### src/rtl/operand2_shift_sequencer_pkg.sv
// Shared definitions for the operand-2 shift sequencer.
// Contents:
//   SHIFT_LSL/LSR/ASR/ROR  2-bit shift operation codes (instruction bits [6:5])
//   state_t                sequencer states IDLE / RUN / DONE
//   COUNT_W                width of the remaining-shift counter (0..33)
//   clamp_count()          maps a raw shift amount to the number of steps to run
package operand2_shift_sequencer_pkg;

    localparam int COUNT_W = 6;

    localparam logic [1:0] SHIFT_LSL = 2'b00;
    localparam logic [1:0] SHIFT_LSR = 2'b01;
    localparam logic [1:0] SHIFT_ASR = 2'b10;
    localparam logic [1:0] SHIFT_ROR = 2'b11;

    typedef enum logic [1:0] {
        ST_IDLE = 2'b00,
        ST_RUN  = 2'b01,
        ST_DONE = 2'b10
    } state_t;

    // Linear shifts saturate at 33: one step past 32 flushes the last
    // shifted-out bit so LSL/LSR give carry 0 and ASR keeps the sign.
    // Rotates only care about n mod 32, but a non-zero multiple of 32 still
    // runs a full turn so the carry becomes bit 31.
    function automatic logic [COUNT_W-1:0] clamp_count(input logic [1:0] op,
                                                       input logic [7:0] n);
        logic [COUNT_W-1:0] result;
        if (op == SHIFT_ROR) begin
            if ((n != 8'd0) && (n[4:0] == 5'd0)) begin
                result = 6'd32;
            end else begin
                result = {1'b0, n[4:0]};
            end
        end else if (n > 8'd33) begin
            result = 6'd33;
        end else begin
            result = n[5:0];
        end
        return result;
    endfunction

endpackage

### src/rtl/operand2_shift_sequencer_if.sv
// Handshake and operand bundle for the operand-2 shift sequencer.
//   master: pipeline side (drives start/flush/operands, observes results)
//   slave : sequencer side
// Signals: start, flush, val_rm[31:0], rs_val[31:0], shift_operand[11:0],
//          imm, mem, carry_in  -> sequencer
//          busy, done, val2[31:0], carry_out  <- sequencer
interface operand2_shift_sequencer_if;
    logic        start;
    logic        flush;
    logic [31:0] val_rm;
    logic [31:0] rs_val;
    logic [11:0] shift_operand;
    logic        imm;
    logic        mem;
    logic        carry_in;
    logic        busy;
    logic        done;
    logic [31:0] val2;
    logic        carry_out;

    modport master (
        output start, flush, val_rm, rs_val, shift_operand, imm, mem, carry_in,
        input  busy, done, val2, carry_out
    );

    modport slave (
        input  start, flush, val_rm, rs_val, shift_operand, imm, mem, carry_in,
        output busy, done, val2, carry_out
    );
endinterface

### src/rtl/operand2_shift_sequencer_shift_step.sv
// shift_step: combinational single step of the sequencer datapath.
// Shifts/rotates a 32-bit word by k positions (0..STEP) and returns the last
// bit shifted out as carry. k=0 passes work and carry_in through unchanged.
// Ports:
//   work[31:0]      current working value
//   op[1:0]         LSL / LSR / ASR / ROR
//   k[K_W-1:0]      positions to move this step
//   carry_in        carry from the previous step
//   next_work[31:0] shifted value
//   carry_out       last bit shifted out
module shift_step
    import operand2_shift_sequencer_pkg::*;
#(
    parameter int STEP = 1,
    parameter int K_W  = $clog2(STEP + 1)
) (
    input  logic [31:0]    work,
    input  logic [1:0]     op,
    input  logic [K_W-1:0] k,
    input  logic           carry_in,
    output logic [31:0]    next_work,
    output logic           carry_out
);

    // {carry, value} after shifting w by a fixed amount (1..STEP)
    function automatic logic [32:0] shift_by(input logic [31:0] w,
                                             input logic [1:0]  sop,
                                             input int          amt);
        logic [32:0] r;
        case (sop)
            SHIFT_LSR: r = {w[5'(amt - 1)], w >> amt};
            SHIFT_ASR: r = {w[5'(amt - 1)], 32'($signed(w) >>> amt)};
            SHIFT_ROR: r = {w[5'(amt - 1)], (w >> amt) | (w << (32 - amt))};
            default:   r = {w[5'(32 - amt)], w << amt};
        endcase
        return r;
    endfunction

    // One small fixed-amount shifter per legal step size, then a k-select.
    logic [32:0] cand [1:STEP];

    genvar gi;
    generate
        for (gi = 1; gi <= STEP; gi++) begin : g_amt
            assign cand[gi] = shift_by(work, op, gi);
        end
    endgenerate

    always_comb begin
        next_work = work;
        carry_out = carry_in;
        for (int i = 1; i <= STEP; i++) begin
            if (k == K_W'(i)) begin
                {carry_out, next_work} = cand[i];
            end
        end
    end

endmodule

### src/rtl/operand2_shift_sequencer.sv
// operand2_shift_sequencer: multi-cycle generator of the ARM data-processing
// second operand (val2) and shifter carry-out, moving STEP bit positions per
// RUN cycle instead of using a full barrel shifter.
// Ports:
//   clk  rising-edge clock
//   rst  synchronous active-high reset
//   bus  operand2_shift_sequencer_if.slave
//        start/flush/val_rm/rs_val/shift_operand/imm/mem/carry_in in,
//        busy (high in RUN), done (one-cycle pulse), val2, carry_out out
// Parameter STEP: positions per RUN cycle, one of 1, 2, 4, 8.
module operand2_shift_sequencer #(
    parameter int STEP = 1
) (
    input  logic                          clk,
    input  logic                          rst,
    operand2_shift_sequencer_if.slave     bus
);
    import operand2_shift_sequencer_pkg::*;

    localparam int K_W = $clog2(STEP + 1);

    state_t             state_reg, state_next;
    logic [COUNT_W-1:0] count_reg;
    logic [COUNT_W-1:0] count_dec;
    logic [31:0]        work_reg;
    logic               carry_reg;
    logic [1:0]         op_reg;
    logic [31:0]        val2_reg;
    logic               carry_out_reg;
    logic               accept;

    logic [7:0]         shift_n;
    logic [31:0]        load_work;
    logic [1:0]         load_op;
    logic [COUNT_W-1:0] load_count;

    logic [K_W-1:0]     k;
    logic [31:0]        step_work;
    logic               step_carry;

    // Only the low byte of Rs is a shift amount.
    logic unused_rs_hi;
    assign unused_rs_hi = ^bus.rs_val[31:8];

    // Operand decode: mem offsets pass through unshifted, immediates are an
    // 8-bit value rotated by twice the rotate field, otherwise Rm is shifted.
    always_comb begin
        shift_n    = bus.shift_operand[4] ? bus.rs_val[7:0]
                                          : {3'b000, bus.shift_operand[11:7]};
        load_work  = bus.val_rm;
        load_op    = bus.shift_operand[6:5];
        load_count = clamp_count(load_op, shift_n);
        if (bus.mem) begin
            load_work  = {20'b0, bus.shift_operand};
            load_op    = SHIFT_LSL;
            load_count = '0;
        end else if (bus.imm) begin
            load_work  = {24'b0, bus.shift_operand[7:0]};
            load_op    = SHIFT_ROR;
            load_count = {1'b0, bus.shift_operand[11:8], 1'b0};
        end
    end

    // k = min(count, STEP)
    always_comb begin
        if (count_reg > COUNT_W'(STEP)) begin
            k = K_W'(STEP);
        end else begin
            k = count_reg[K_W-1:0];
        end
    end

    assign count_dec = count_reg - COUNT_W'(k);

    shift_step #(
        .STEP (STEP),
        .K_W  (K_W)
    ) u_shift_step (
        .work      (work_reg),
        .op        (op_reg),
        .k         (k),
        .carry_in  (carry_reg),
        .next_work (step_work),
        .carry_out (step_carry)
    );

    always_ff @(posedge clk) begin
        if (rst) begin
            state_reg <= ST_IDLE;
        end else begin
            state_reg <= state_next;
        end
    end

    // flush beats start; start is only looked at in IDLE/DONE.
    always_comb begin
        state_next = state_reg;
        accept     = 1'b0;
        case (state_reg)
            ST_IDLE, ST_DONE: begin
                state_next = ST_IDLE;
                if (bus.start && !bus.flush) begin
                    accept     = 1'b1;
                    state_next = (load_count == '0) ? ST_DONE : ST_RUN;
                end
            end
            ST_RUN: begin
                if (bus.flush) begin
                    state_next = ST_IDLE;
                end else if (count_dec == '0) begin
                    state_next = ST_DONE;
                end
            end
            default: state_next = ST_IDLE;
        endcase
    end

    // The published result only changes on completion, so an aborted shift
    // leaves the previous val2/carry_out visible.
    always_ff @(posedge clk) begin
        if (rst) begin
            work_reg      <= '0;
            count_reg     <= '0;
            carry_reg     <= 1'b0;
            op_reg        <= SHIFT_LSL;
            val2_reg      <= '0;
            carry_out_reg <= 1'b0;
        end else if (accept) begin
            work_reg  <= load_work;
            count_reg <= load_count;
            carry_reg <= bus.carry_in;
            op_reg    <= load_op;
            if (load_count == '0) begin
                val2_reg      <= load_work;
                carry_out_reg <= bus.carry_in;
            end
        end else if ((state_reg == ST_RUN) && !bus.flush) begin
            work_reg  <= step_work;
            carry_reg <= step_carry;
            count_reg <= count_dec;
            if (count_dec == '0) begin
                val2_reg      <= step_work;
                carry_out_reg <= step_carry;
            end
        end
    end

    assign bus.busy      = (state_reg == ST_RUN);
    assign bus.done      = (state_reg == ST_DONE);
    assign bus.val2      = val2_reg;
    assign bus.carry_out = carry_out_reg;

endmodule
### src/flat_wrapper.sv
// flat-port wrapper written by rule: the top's interface ports become plain ports
module operand2_shift_sequencer_flat import operand2_shift_sequencer_pkg::*;
#(
    parameter int STEP = 1
)
  (clk, rst, bus_start, bus_flush, bus_val_rm, bus_rs_val, bus_shift_operand, bus_imm, bus_mem, bus_carry_in, bus_busy, bus_done, bus_val2, bus_carry_out);
  operand2_shift_sequencer_if bus_i ();
  input  logic clk;
  input  logic rst;
  input wire logic [$bits(bus_i.start)-1:0] bus_start;
  input wire logic [$bits(bus_i.flush)-1:0] bus_flush;
  input wire logic [$bits(bus_i.val_rm)-1:0] bus_val_rm;
  input wire logic [$bits(bus_i.rs_val)-1:0] bus_rs_val;
  input wire logic [$bits(bus_i.shift_operand)-1:0] bus_shift_operand;
  input wire logic [$bits(bus_i.imm)-1:0] bus_imm;
  input wire logic [$bits(bus_i.mem)-1:0] bus_mem;
  input wire logic [$bits(bus_i.carry_in)-1:0] bus_carry_in;
  output wire logic [$bits(bus_i.busy)-1:0] bus_busy;
  output wire logic [$bits(bus_i.done)-1:0] bus_done;
  output wire logic [$bits(bus_i.val2)-1:0] bus_val2;
  output wire logic [$bits(bus_i.carry_out)-1:0] bus_carry_out;
  assign bus_i.start = bus_start;
  assign bus_i.flush = bus_flush;
  assign bus_i.val_rm = bus_val_rm;
  assign bus_i.rs_val = bus_rs_val;
  assign bus_i.shift_operand = bus_shift_operand;
  assign bus_i.imm = bus_imm;
  assign bus_i.mem = bus_mem;
  assign bus_i.carry_in = bus_carry_in;
  assign bus_busy = bus_i.busy;
  assign bus_done = bus_i.done;
  assign bus_val2 = bus_i.val2;
  assign bus_carry_out = bus_i.carry_out;
  operand2_shift_sequencer #(.STEP(STEP)) u_core (.clk(clk), .rst(rst), .bus(bus_i));
endmodule
### config.mk
export PLATFORM = sky130hd
export DESIGN_NAME = operand2_shift_sequencer_flat
export DESIGN_NICKNAME = d
export VERILOG_FILES = /design/src/rtl/operand2_shift_sequencer_pkg.sv /design/src/rtl/operand2_shift_sequencer_if.sv /design/src/rtl/operand2_shift_sequencer_shift_step.sv /design/src/rtl/operand2_shift_sequencer.sv /design/src/flat_wrapper.sv
export SDC_FILE = /design/constraint.sdc
export NUM_CORES = 1
export LEC_CHECK = 0
export ABC_AREA = 1
export CORE_MARGIN = 2
export CORE_UTILIZATION = 46
export CTS_BUF_LIST = sky130_fd_sc_hd__clkbuf_8
export CTS_CLUSTER_SIZE = 14
export DETAILED_ROUTE_END_ITERATION = 6
export HOLD_SLACK_MARGIN = 0.12
export PLACE_DENSITY = 0.89
export RECOVER_POWER = 100
export SYNTH_ARGS = -nofsm -noshare
export SYNTH_HDL_FRONTEND = slang
export SYNTH_SLANG_ARGS = --single-unit
### constraint.sdc
create_clock -name clk -period 2.1 [get_ports clk]
set_clock_uncertainty 0.15 [all_clocks]
set_input_delay 0.42 -clock clk [delete_from_list [all_inputs] [get_ports clk]]
set_output_delay 0.42 -clock clk [all_outputs]
set_load 0.01 [all_outputs]
==> Implementation_results.wiki <==
{| class="wikitable"
! Metric !! Value
|-
| Result of the run || finished, violations left
|-
| Violations in the final reports || negative setup slack
|-
| Global-route congestion overflow total || 0
|-
| Global-route usage over all layers || 0.2786
|-
| Std cell rows || 36
|-
| Die footprint || 0.01088 mm^2
|-
| Drc violations || 0
|-
| Total power consumption of the routed design || 4.813 mW
|-
| Max Clk Rate || 385.2 MHz
|-
| Die boundary width || 104.3 um
|-
| Die Ht || 104.3 um
|-
| Leak Pwr || 3.317 nW
|-
| Top cell type's share of synthesized area || 0.3287
|-
| Maximum clock insertion buffer count || 2
|-
| PortBufs || 93
|-
| Worst IR drop on VDD || 0.0003931 V
|-
| Final net count || 947
|-
| Clock buffer count from CTS || 9
|-
| Total routed wirelength || 17330 um
|-
| Detailed-route wire length per cell || 17.32 um
|-
| Most numerous cell in the Yosys netlist || sky130_fd_sc_hd__nand2_1
|-
| Root Buffer || sky130_fd_sc_hd__clkbuf_8
|-
| Number of DRC markers after the initial detailed-route iteration || 751
|-
| Area leader, netlist || sky130_fd_sc_hd__dfxtp_1
|-
| Required time of the worst setup path || 2.20 ns
|-
| Post-synthesis register bit count || 76
|-
| RSZ-0062 raised after global routing || yes
|-
| Commonest cells post-synth || sky130_fd_sc_hd__nand2_1, sky130_fd_sc_hd__inv_1, sky130_fd_sc_hd__dfxtp_1
|-
| Area growth syn-to-layout || 48.96%
|-
| Slew at the pin closest to its max-slew limit || 0.4416 ns
|-
| Post-Synth Adder-Cell Area || 0.002703
|-
| Worst Hold Class || register to register
|-
| Post-layout minimum cycle time || 2.596 ns
|-
| Mux cell area share after synthesis || 0
|-
| Synthesized area || 0.004628 mm^2
|-
| Power per standard cell area || 698.2 mW/mm^2
|-
| Worst slack on hold paths || 0.3346 ns
|-
| Vias in the first global route || 5245
|-
| Final number of max-transition violations || 0
|-
| Syn Inst Count || 714
|-
| Placer's final routability congestion estimate || 0.9178
|-
| CTS tree || done
|-
| Yosys warns || 0
|-
| Maximum level of the CTS H-tree || 3
|-
| Number of max-capacitance violations reported || 0
|-
| Clock latency on the worst-skew pair || 0.36 ns
|-
| Clock transition at path regs || 0.09 ns
|-
| First-pass GRT wire length || 24950 um
|-
| IO Pins || 118
|-
| Classification of the worst setup path || register to register
|-
| Total iterations of the first detailed-routing run || 5
|-
| Hold violation total from the final report || 0
|-
| Maximum net fanout on the critical path || 6
|-
| Number of distinct library cells after synthesis || 34
|-
| Top cells by area, synth || sky130_fd_sc_hd__dfxtp_1, sky130_fd_sc_hd__nand2_1, sky130_fd_sc_hd__o211ai_1
|-
| Syn Nets || 798
|-
| Final antenna diode count || 0
|-
| Avg Synthesized Cell Area || 6.482 um^2
|-
| Most used flip-flop cell after synthesis || sky130_fd_sc_hd__dfxtp_1
|-
| Post-placement setup slack || -0.6985 ns
|-
| Max-slew headroom at the worst pin || 0.7056
|-
| Share of the synthesized netlist area taken by xor and xnor gates || 0.003785
|-
| Worst setup EP type || register
|-
| Number of vias per cell || 5.848
|-
| Fraction of registers with async set or reset after synthesis || 0
|-
| Largest net degree at the start of global routing || 35
|-
| Area of the core || 0.009774 mm^2
|-
| Number of antenna violations at the first check in global routing || 0
|-
| Total via count in the routed design || 5854
|-
| Number of flops mapped to enable cells by yosys || 0
|-
| Final setup vio count || 40
|-
| Number of sinks on the clock net || 76
|-
| Post-synthesis sequential area ratio || 0.3287
|-
| Combinational family with the most area after synthesis || simple AND/OR/NAND/NOR gates
|-
| Share of layout cells above drive strength 1 || 0.1970
|-
| CP arrival || 2.70 ns
|-
| Simple-gate area share of the yosys netlist || 0.2652
|-
| Final worst setup slack || -0.4960 ns
|-
| Detail Route Antenna Nets || 0
|-
| Period utilization || 1.236
|-
| HPWL reported at the end of detailed placement || 9516 um
|-
| Critical path startpoint category || register
|-
| Post-synthesis compound-gate area fraction || 0.2641
|-
| Layout filler cell count || 677
|-
| Starting density of the core || 0.4735
|}
-- where the power goes --
| part | internal [mW] | switching (mW) | total [mW] |
|---|---|---|---|
| combinational | 0.862 | 0.993 | 1.85 |
| clock | 0.702 | 0.579 | 1.28 |
| sequential | 1.58 | 0.0989 | 1.68 |
| total | 3.14 | 1.67 | 4.81 |
-- path summary, 6_finish.rpt --
path                  startpoint                   to  slack (ns)  cells after the start
max          u_core.count_reg[1]   u_core.bus.val2[8]       -0.50                     14
min          u_core.bus.val2[18]  u_core.bus.val2[18]        0.33                      2
max reg2reg  u_core.count_reg[1]   u_core.bus.val2[8]       -0.50                     14
min reg2reg  u_core.bus.val2[18]  u_core.bus.val2[18]        0.33                      2
-- routing by layer --
| metal | vias to the layer above | GRT usage | share of wire |
|---|---|---|---|
| li1 | 2643 | - | - |
| met1 | 2665 | 0.3329 | 0.36 |
| met2 | 426 | 0.4729 | 0.48 |
| met3 | 120 | 0.06516 | 0.10 |
| met4 | 0 | 0.1264 | 0.056 |
| met5 | - | 0 | 0 |
-- worst max-delay path: stages (launching register included) --
cell,delay [ns]
sky130_fd_sc_hd__dfxtp_2,0.35
sky130_fd_sc_hd__nor2_4,0.14
sky130_fd_sc_hd__nand2_2,0.07
sky130_fd_sc_hd__o21ai_2,0.16
sky130_fd_sc_hd__inv_2,0.07
sky130_fd_sc_hd__ha_4,0.17
sky130_fd_sc_hd__xor2_1,0.19
sky130_fd_sc_hd__nor4_2,0.18
sky130_fd_sc_hd__nand3_1,0.19
sky130_fd_sc_hd__o21ai_4,0.26
sky130_fd_sc_hd__buf_12,0.18
sky130_fd_sc_hd__clkbuf_16,0.15
sky130_fd_sc_hd__nand3b_1,0.08
sky130_fd_sc_hd__nand2_1,0.08
sky130_fd_sc_hd__nor2_1,0.05
-- area by class of cell --
cell class | instances | area, um^2 | area share
Tap cell | 133 | 166.4 | 0.02414
Inverter | 100 | 375.4 | 0.05445
Timing Repair Buffer | 187 | 1923 | 0.2789
Multi-Input combinational cell | 489 | 2679 | 0.3886
Sequential cell | 76 | 1525 | 0.2212
Clock buffer | 10 | 137.6 | 0.01996
Clock inverter | 6 | 87.58 | 0.01270
-- cell families after synthesis --
| kind of cell | count (synthesis) |
|---|---|
| compound gates | 199 |
| fa+ha+maj | 1 |
| buf+inv | 149 |
| flops | 76 |
| xor+xnor | 2 |
| simple gates | 287 |
-- cells in the final DEF (no fill, tap or decap), types with 12 or more instances in the layout --
cell type and count:
sky130_fd_sc_hd__inv_1 89, sky130_fd_sc_hd__a21oi_1 49, sky130_fd_sc_hd__nor2_1 53, sky130_fd_sc_hd__o211ai_1 61
sky130_fd_sc_hd__nand3b_1 27, sky130_fd_sc_hd__dlygate4sd3_1 34, sky130_fd_sc_hd__dfxtp_1 73, sky130_fd_sc_hd__nand2_1 158
sky130_fd_sc_hd__buf_4 62, sky130_fd_sc_hd__inv_2 12, sky130_fd_sc_hd__nand2_2 18, sky130_fd_sc_hd__clkdlybuf4s50_1 47
sky130_fd_sc_hd__o21ai_0 50
-- stage by stage --
step / instance area (um^2) / setup TNS (ns) / utilization / cells
floorplan: 4658 / -5.676 / - / 714
global placement: 6151 / -24.04 / 0.6293 / 962
detailed placement: 6151 / -27.00 / 0.6293 / 962
CTS: 6656 / -9.759 / 0.6810 / 993
global route: 6894 / -20.89 / 0.7053 / 1001
finish: 6894 / -15.92 / 0.7053 / 1001
-- repair_timing --
| action | CTS | global route |
|---|---|---|
| pin swaps | 13 | 34 |
| endpoints found under the setup margin | 36 | 44 |
| hold buffers | 0 | 0 |
| cloned | 6 | 3 |
| gates resized for setup | 16 | 66 |
| buffers inserted | 10 | 6 |
| endpoints found under the hold margin | 0 | 0 |
Note: power is estimated with default switching activity, not from simulation.
